$ cat config.mk
export PLATFORM = sky130hd
export DESIGN_NAME = spi_reg_slave
export DESIGN_NICKNAME = d
export VERILOG_FILES = /design/src/rtl/fg_pkg.sv /design/src/rtl/sync_edge.sv /design/src/rtl/spi_reg_slave.sv
export SDC_FILE = /design/constraint.sdc
export NUM_CORES = 1
export LEC_CHECK = 0
export CAP_MARGIN = 15
export CORE_MARGIN = 10
export CORE_UTILIZATION = 40
export CTS_BUF_LIST = sky130_fd_sc_hd__clkbuf_4 sky130_fd_sc_hd__clkbuf_8
export DETAILED_ROUTE_END_ITERATION = 16
export HOLD_SLACK_MARGIN = 0.08
export PLACE_DENSITY_LB_ADDON = 0.3
export SETUP_SLACK_MARGIN = 0.05
export SYNTH_ARGS = -nofsm -noshare
export SYNTH_HDL_FRONTEND = slang
export SYNTH_HIERARCHICAL = 1
export SYNTH_SLANG_ARGS = --single-unit
export TNS_END_PERCENT = 1
$ cat constraint.sdc
create_clock -name sys_clk_i -period 1.8 [get_ports sys_clk_i]
set_clock_uncertainty 0.2 [all_clocks]
set_input_delay 0.54 -clock sys_clk_i [delete_from_list [all_inputs] [get_ports sys_clk_i]]
set_output_delay 0.54 -clock sys_clk_i [all_outputs]
set_load 0.02 [all_outputs]
$ cat src/rtl/fg_pkg.sv
// Shared definitions for the function generator host link.
package fg_pkg;

  localparam int CMD_RD_BIT = 7;
  localparam int ADDR_W     = 7;

  typedef enum logic [1:0] {
    IDLE = 2'd0,
    CMD  = 2'd1,
    DATA = 2'd2,
    DONE = 2'd3
  } spi_st_t;

endpackage

$ cat src/rtl/sync_edge.sv
// N-flop synchroniser for an asynchronous pin, with registered rise/fall pulses.
// lvl_o is the delayed level, aligned with the pulses so that a consumer sees
// the new level in the same cycle as the edge pulse.
module sync_edge #(
  parameter int STAGES = 2,
  parameter bit INIT   = 1'b0
) (
  input  logic clk_i,
  input  logic rst_n_i,
  input  logic d_i,
  output logic lvl_o,
  output logic rise_o,
  output logic fall_o
);

  logic [STAGES-1:0] r_sync;
  logic              r_prev;
  logic              r_rise;
  logic              r_fall;

  // Shift the pin through the chain and flag transitions of the settled level.
  always_ff @(posedge clk_i or negedge rst_n_i) begin
    if (!rst_n_i) begin
      r_sync <= {STAGES{INIT}};
      r_prev <= INIT;
      r_rise <= 1'b0;
      r_fall <= 1'b0;
    end else begin
      r_sync <= {r_sync[STAGES-2:0], d_i};
      r_prev <= r_sync[STAGES-1];
      r_rise <= r_sync[STAGES-1] & ~r_prev;
      r_fall <= ~r_sync[STAGES-1] & r_prev;
    end
  end

  assign lvl_o  = r_prev;
  assign rise_o = r_rise;
  assign fall_o = r_fall;

endmodule

$ cat src/rtl/spi_reg_slave.sv
// SPI slave decoding one command byte plus DATA_BYTES payload bytes into
// single-cycle register write/read strobes in the system clock domain.
module spi_reg_slave
  import fg_pkg::*;
#(
  parameter int  DATA_BYTES  = 3,
  parameter bit  CPOL        = 1'b0,
  parameter bit  CPHA        = 1'b0,
  parameter int  SYNC_STAGES = 2,
  localparam int DATA_W      = 8 * DATA_BYTES
) (
  input  logic              sys_clk_i,
  input  logic              sys_rst_i,
  input  logic              spi_clk_i,
  input  logic              spi_mosi_i,
  input  logic              spi_cs_i,
  output logic              spi_miso_o,
  output logic [ADDR_W-1:0] reg_addr_o,
  output logic [DATA_W-1:0] reg_wdata_o,
  output logic              reg_we_o,
  output logic              reg_re_o,
  input  logic [DATA_W-1:0] reg_rdata_i,
  output logic              frame_err_o
);

  localparam int CNT_W          = $clog2(DATA_W + 8);
  localparam bit SAMPLE_ON_RISE = ((CPOL ^ CPHA) == 1'b0);
  // Edges seen before the synchronisers have flushed their reset value are
  // not trusted; after that a high CS level is required before a frame may
  // start, so a frame interrupted by reset is skipped until CS toggles.
  localparam int SETTLE         = SYNC_STAGES + 1;
  localparam int SET_W          = $clog2(SETTLE + 1);

  logic w_sclk_lvl, w_sclk_rise, w_sclk_fall;
  logic w_mosi_lvl, w_mosi_rise, w_mosi_fall;
  logic w_cs_lvl, w_cs_rise, w_cs_fall;

  sync_edge #(.STAGES(SYNC_STAGES), .INIT(CPOL)) u_sync_sclk (
    .clk_i(sys_clk_i), .rst_n_i(sys_rst_i), .d_i(spi_clk_i),
    .lvl_o(w_sclk_lvl), .rise_o(w_sclk_rise), .fall_o(w_sclk_fall)
  );

  sync_edge #(.STAGES(SYNC_STAGES), .INIT(1'b0)) u_sync_mosi (
    .clk_i(sys_clk_i), .rst_n_i(sys_rst_i), .d_i(spi_mosi_i),
    .lvl_o(w_mosi_lvl), .rise_o(w_mosi_rise), .fall_o(w_mosi_fall)
  );

  sync_edge #(.STAGES(SYNC_STAGES), .INIT(1'b1)) u_sync_cs (
    .clk_i(sys_clk_i), .rst_n_i(sys_rst_i), .d_i(spi_cs_i),
    .lvl_o(w_cs_lvl), .rise_o(w_cs_rise), .fall_o(w_cs_fall)
  );

  logic w_unused_ok;
  assign w_unused_ok = ^{w_sclk_lvl, w_mosi_rise, w_mosi_fall};

  logic w_sample, w_shift;
  assign w_sample = SAMPLE_ON_RISE ? w_sclk_rise : w_sclk_fall;
  assign w_shift  = SAMPLE_ON_RISE ? w_sclk_fall : w_sclk_rise;

  spi_st_t           r_state, w_state_next;
  logic [CNT_W-1:0]  r_bit_cnt;
  logic [DATA_W-1:0] r_rx, r_tx;
  logic [DATA_W-1:0] w_rx_next;
  logic              r_is_rd, r_cap, r_miso;
  logic              r_we, r_re, r_err;
  logic [ADDR_W-1:0] r_addr;
  logic [DATA_W-1:0] r_wdata;
  logic [SET_W-1:0]  r_settle_cnt;
  logic              r_armed;

  logic w_frame_start, w_abort, w_rx_shift, w_cmd_done, w_data_done, w_tx_shift;

  assign w_rx_next = {r_rx[DATA_W-2:0], w_mosi_lvl};

  // Arm frame decoding once the synchronisers are flushed and CS is seen high.
  always_ff @(posedge sys_clk_i or negedge sys_rst_i) begin
    if (!sys_rst_i) begin
      r_settle_cnt <= '0;
      r_armed      <= 1'b0;
    end else if (r_settle_cnt != SET_W'(SETTLE)) begin
      r_settle_cnt <= r_settle_cnt + SET_W'(1);
    end else if (w_cs_lvl) begin
      r_armed <= 1'b1;
    end
  end

  // FSM state register.
  always_ff @(posedge sys_clk_i or negedge sys_rst_i) begin
    if (!sys_rst_i) r_state <= IDLE;
    else            r_state <= w_state_next;
  end

  // FSM next state; a CS rise always beats a coincident sample edge.
  always_comb begin
    w_state_next = r_state;
    unique case (r_state)
      IDLE: if (w_cs_fall && r_armed) w_state_next = CMD;
      CMD: begin
        if (w_cs_rise)                                         w_state_next = IDLE;
        else if (w_sample && r_bit_cnt == CNT_W'(7))           w_state_next = DATA;
      end
      DATA: begin
        if (w_cs_rise)                                         w_state_next = IDLE;
        else if (w_sample && r_bit_cnt == CNT_W'(DATA_W - 1))  w_state_next = DONE;
      end
      DONE: if (w_cs_rise) w_state_next = IDLE;
      default: w_state_next = IDLE;
    endcase
  end

  // FSM outputs: per-cycle datapath controls.
  always_comb begin
    w_frame_start = 1'b0;
    w_abort       = 1'b0;
    w_rx_shift    = 1'b0;
    w_cmd_done    = 1'b0;
    w_data_done   = 1'b0;
    w_tx_shift    = 1'b0;
    unique case (r_state)
      IDLE: w_frame_start = w_cs_fall && r_armed;
      CMD: begin
        w_abort    = w_cs_rise;
        w_rx_shift = w_sample && !w_cs_rise;
        w_cmd_done = w_rx_shift && r_bit_cnt == CNT_W'(7);
      end
      DATA: begin
        w_abort     = w_cs_rise;
        w_rx_shift  = w_sample && !w_cs_rise;
        w_data_done = w_rx_shift && r_bit_cnt == CNT_W'(DATA_W - 1);
        w_tx_shift  = w_shift && !w_cs_rise && r_is_rd;
      end
      default: ;
    endcase
  end

  // Datapath: shifters, bit counter, strobes and read-data capture.
  always_ff @(posedge sys_clk_i or negedge sys_rst_i) begin
    if (!sys_rst_i) begin
      r_bit_cnt <= '0;
      r_rx      <= '0;
      r_tx      <= '0;
      r_is_rd   <= 1'b0;
      r_cap     <= 1'b0;
      r_miso    <= 1'b0;
      r_we      <= 1'b0;
      r_re      <= 1'b0;
      r_err     <= 1'b0;
      r_addr    <= '0;
      r_wdata   <= '0;
    end else begin
      r_we  <= 1'b0;
      r_re  <= 1'b0;
      r_err <= 1'b0;
      // Read data is valid the cycle after the read strobe.
      r_cap <= r_re;
      if (r_cap) r_tx <= reg_rdata_i;
      if (w_frame_start) begin
        r_bit_cnt <= '0;
        r_miso    <= 1'b0;
      end
      if (w_rx_shift) begin
        r_rx      <= w_rx_next;
        r_bit_cnt <= r_bit_cnt + CNT_W'(1);
      end
      if (w_cmd_done) begin
        r_addr    <= w_rx_next[ADDR_W-1:0];
        r_is_rd   <= w_rx_next[CMD_RD_BIT];
        r_re      <= w_rx_next[CMD_RD_BIT];
        r_bit_cnt <= '0;
      end
      if (w_data_done) begin
        if (!r_is_rd) begin
          r_wdata <= w_rx_next;
          r_we    <= 1'b1;
        end
        r_miso <= 1'b0;
      end
      if (w_tx_shift) begin
        r_miso <= r_tx[DATA_W-1];
        r_tx   <= {r_tx[DATA_W-2:0], 1'b0};
      end
      if (w_abort) begin
        r_err  <= 1'b1;
        r_miso <= 1'b0;
      end
    end
  end

  assign spi_miso_o  = r_miso;
  assign reg_addr_o  = r_addr;
  assign reg_wdata_o = r_wdata;
  assign reg_we_o    = r_we;
  assign reg_re_o    = r_re;
  assign frame_err_o = r_err;

endmodule

==> impl_results.md <==
* Outcome: finished, violations left
* Violated checks: setup timing
* Max Root-Sink Buffers at 2
* WP data arrival at between 1.5 and 2 ns
* CTS tree: yes
* Die H at about 130 um
* Later-pin clock latency in the skew report at around 0.36 ns
* Non-filler cells, final at slightly below 600
* Syn nets at roughly 400
* Leak at between 2 and 3 nW
* Worst Max-Slew Pin Slew at roughly 0.33 ns
* Maximum VDD drop at 0.000518 V
* PD cells at around 860 nW/um^2
* First drt pass iteration count at 4
* Worst Setup SP: r_bit_cnt[0]
* Clk sinks at between 100 and 150
* Remaining DRCs at 0
* Met3 WL at ~380 um
* Vias per std cell at roughly 4.8
* Fin. Hold Viols at 0
* Top sig layer: met4
* H-tree Lvls at 3
* CP required at between 1.5 and 2 ns
* Final worst-path setup slack at -0.0895 ns
* Synthesized area per cell at 12.4 um^2
* Worst R2R Setup Slack at -0.09 ns
* Initial Util at 0.409
* WS Path Type: reg2reg
* Post-Route WL at about 8.8 mm
* Critical path peak fanout at 12
* Max-slew violation count at 0
* Die width at 125 um
* Cts bufs inserted at 9
* Die ar. at 15,700 um^2
* Final setup viols at 32
* Worst hold path type: reg2reg
* M1 WL at approximately 4.5 mm
* Placed cell count at 567
* Antenna cell count at 0
* Initial antenna violation count at 0
* Most frequent cells in the layout: dfrtp_1, nand2_1, buf_2, clkdlybuf4s50_1, mux2_4
* Antenna-violating nets left at 0
* Startpoint types: flop
* Most common cell after layout, fill and taps aside: dfrtp_1
* Period utilisation layout at 1.05
* Gpl congestion at about 0.83
* Wire per inst at 15.1 um
* Cells on worst reg2reg path at 6
* Layout cells sized above 1 at 0.342
* Clock slew seen by the registers of the worst setup and hold paths at around 0.090 ns
* Fmax at roughly 0.53 GHz
* Iter 0 DRT Violations at approximately 180
* Port Buf Inserts at 63
* Fin crit period at 1.89 ns
* Mapped Area at ~4400 um^2
* Synth warn at 6
* Slew headroom at 0.780
* Via count at ~2,800
* First-pass GRT wire length at between 15 and 20 mm
* Core area at 10,800 um^2
* GRT Util Overall at 0.115
* RR Startpoint: r_bit_cnt[0]
* Layout area overhead at 24.9%
* MaxCap Viol Count at 0
* Root buffer cell: clkbuf_8
* Io pins at between 60 and 70
* RSZ-0062 raised after global routing: yes
* Post-layout util at 0.511
* Gate Count Post-Synth at approximately 360
* Worst setup EP type: flop
* Met2 Wirelength at between 3 and 4 mm
* Vias in the first global route at 2,906
* FF-to-FF End: reg_wdata_o[1]
* Number of placement rows at 38
* Worst setup endpoint: reg_wdata_o[1]
* Post-CTS Setup Inserts at 0
* Hpwl dp at 6.19 mm
* GRT overflow at 0
* Largest net degree at the start of global routing at 50
* Final Net Count at ~480
==> sequential cells by signal (all words and copies together), names as in the netlist, 2 cells and up <==
name and cells:
r_tx 24, reg_wdata_o 24, r_rx 23, reg_addr_o 7, r_bit_cnt 5, r_settle_cnt 2, r_state 2, u_sync_cs/r_sync 2
u_sync_mosi/r_sync 2, u_sync_sclk/r_sync 2
==> final cells by class <==
type	count	area, um^2
Inverter	2	7.51
Clock inverter	5	55.1
Sequential cell	107	2680
Multi-Input combinational cell	233	1740
Clock buffer	11	139
Tap cell	140	175
Timing Repair Buffer	86	739
Fill cell	981	5300
==> stage by stage <==
step,setup TNS [ns],power [mW],hold slack (ns),setup slack [ns],area [um^2]
2_1_floorplan,-2.18,2.96,0.0444,-0.0994,4440
3_3_place_gp,-1.56,3.26,0.133,-0.0882,5380
3_5_place_dp,-2.26,3.29,0.146,-0.104,5380
4_1_cts,-1.99,4.74,0.165,-0.0980,5460
5_1_grt,-6.24,5.00,0.170,-0.185,5540
6_report,-1.90,4.74,0.162,-0.0895,5540
==> worst max-delay path: stages, from the launching register on <==
cell,delay [ns]
dfrtp_1,0.37
ha_2,0.19
and4b_2,0.27
nand3_4,0.11
nor2_8,0.15
buf_12,0.16
mux2_2,0.34
==> what timing repair did <==
action                     4_1_cts  5_1_grt
hold buffers                     1        0
gates resized for setup        143       40
pin swaps                        2        1
gates cloned                     0        0
setup endpoints to repair      117       91
hold endpoints to repair        14        0
==> how the worst min path moves through the flow <==
stage / from / end / cells past startpoint
finish: u_sync_mosi/r_sync[0] / u_sync_mosi/r_sync[1] / 0
detailed placement: u_sync_mosi/r_sync[1] / u_sync_mosi/lvl_o / 0
global placement: u_sync_sclk/r_sync[0] / u_sync_sclk/r_sync[1] / 0
CTS: u_sync_cs/r_sync[0] / u_sync_cs/r_sync[1] / 0
global route: u_sync_cs/r_sync[0] / u_sync_cs/r_sync[1] / 0
floorplan: sys_rst_i / frame_err_o / 0
==> routing by layer <==
metal,vias to the layer above,global-route usage
li1,1359,-
met1,1363,0.166
met2,72,0.164
met3,11,0.0287
met4,0,0.0366
met5,-,0
==> power by group <==
part           internal [mW]  switching, mW  leakage (nW)
clock network          0.670          0.758        0.0962
logic                  0.326          0.329          1.13
registers               2.53          0.128          1.32
total                   3.53           1.22          2.54
Note: power is estimated with default switching activity, not from simulation.
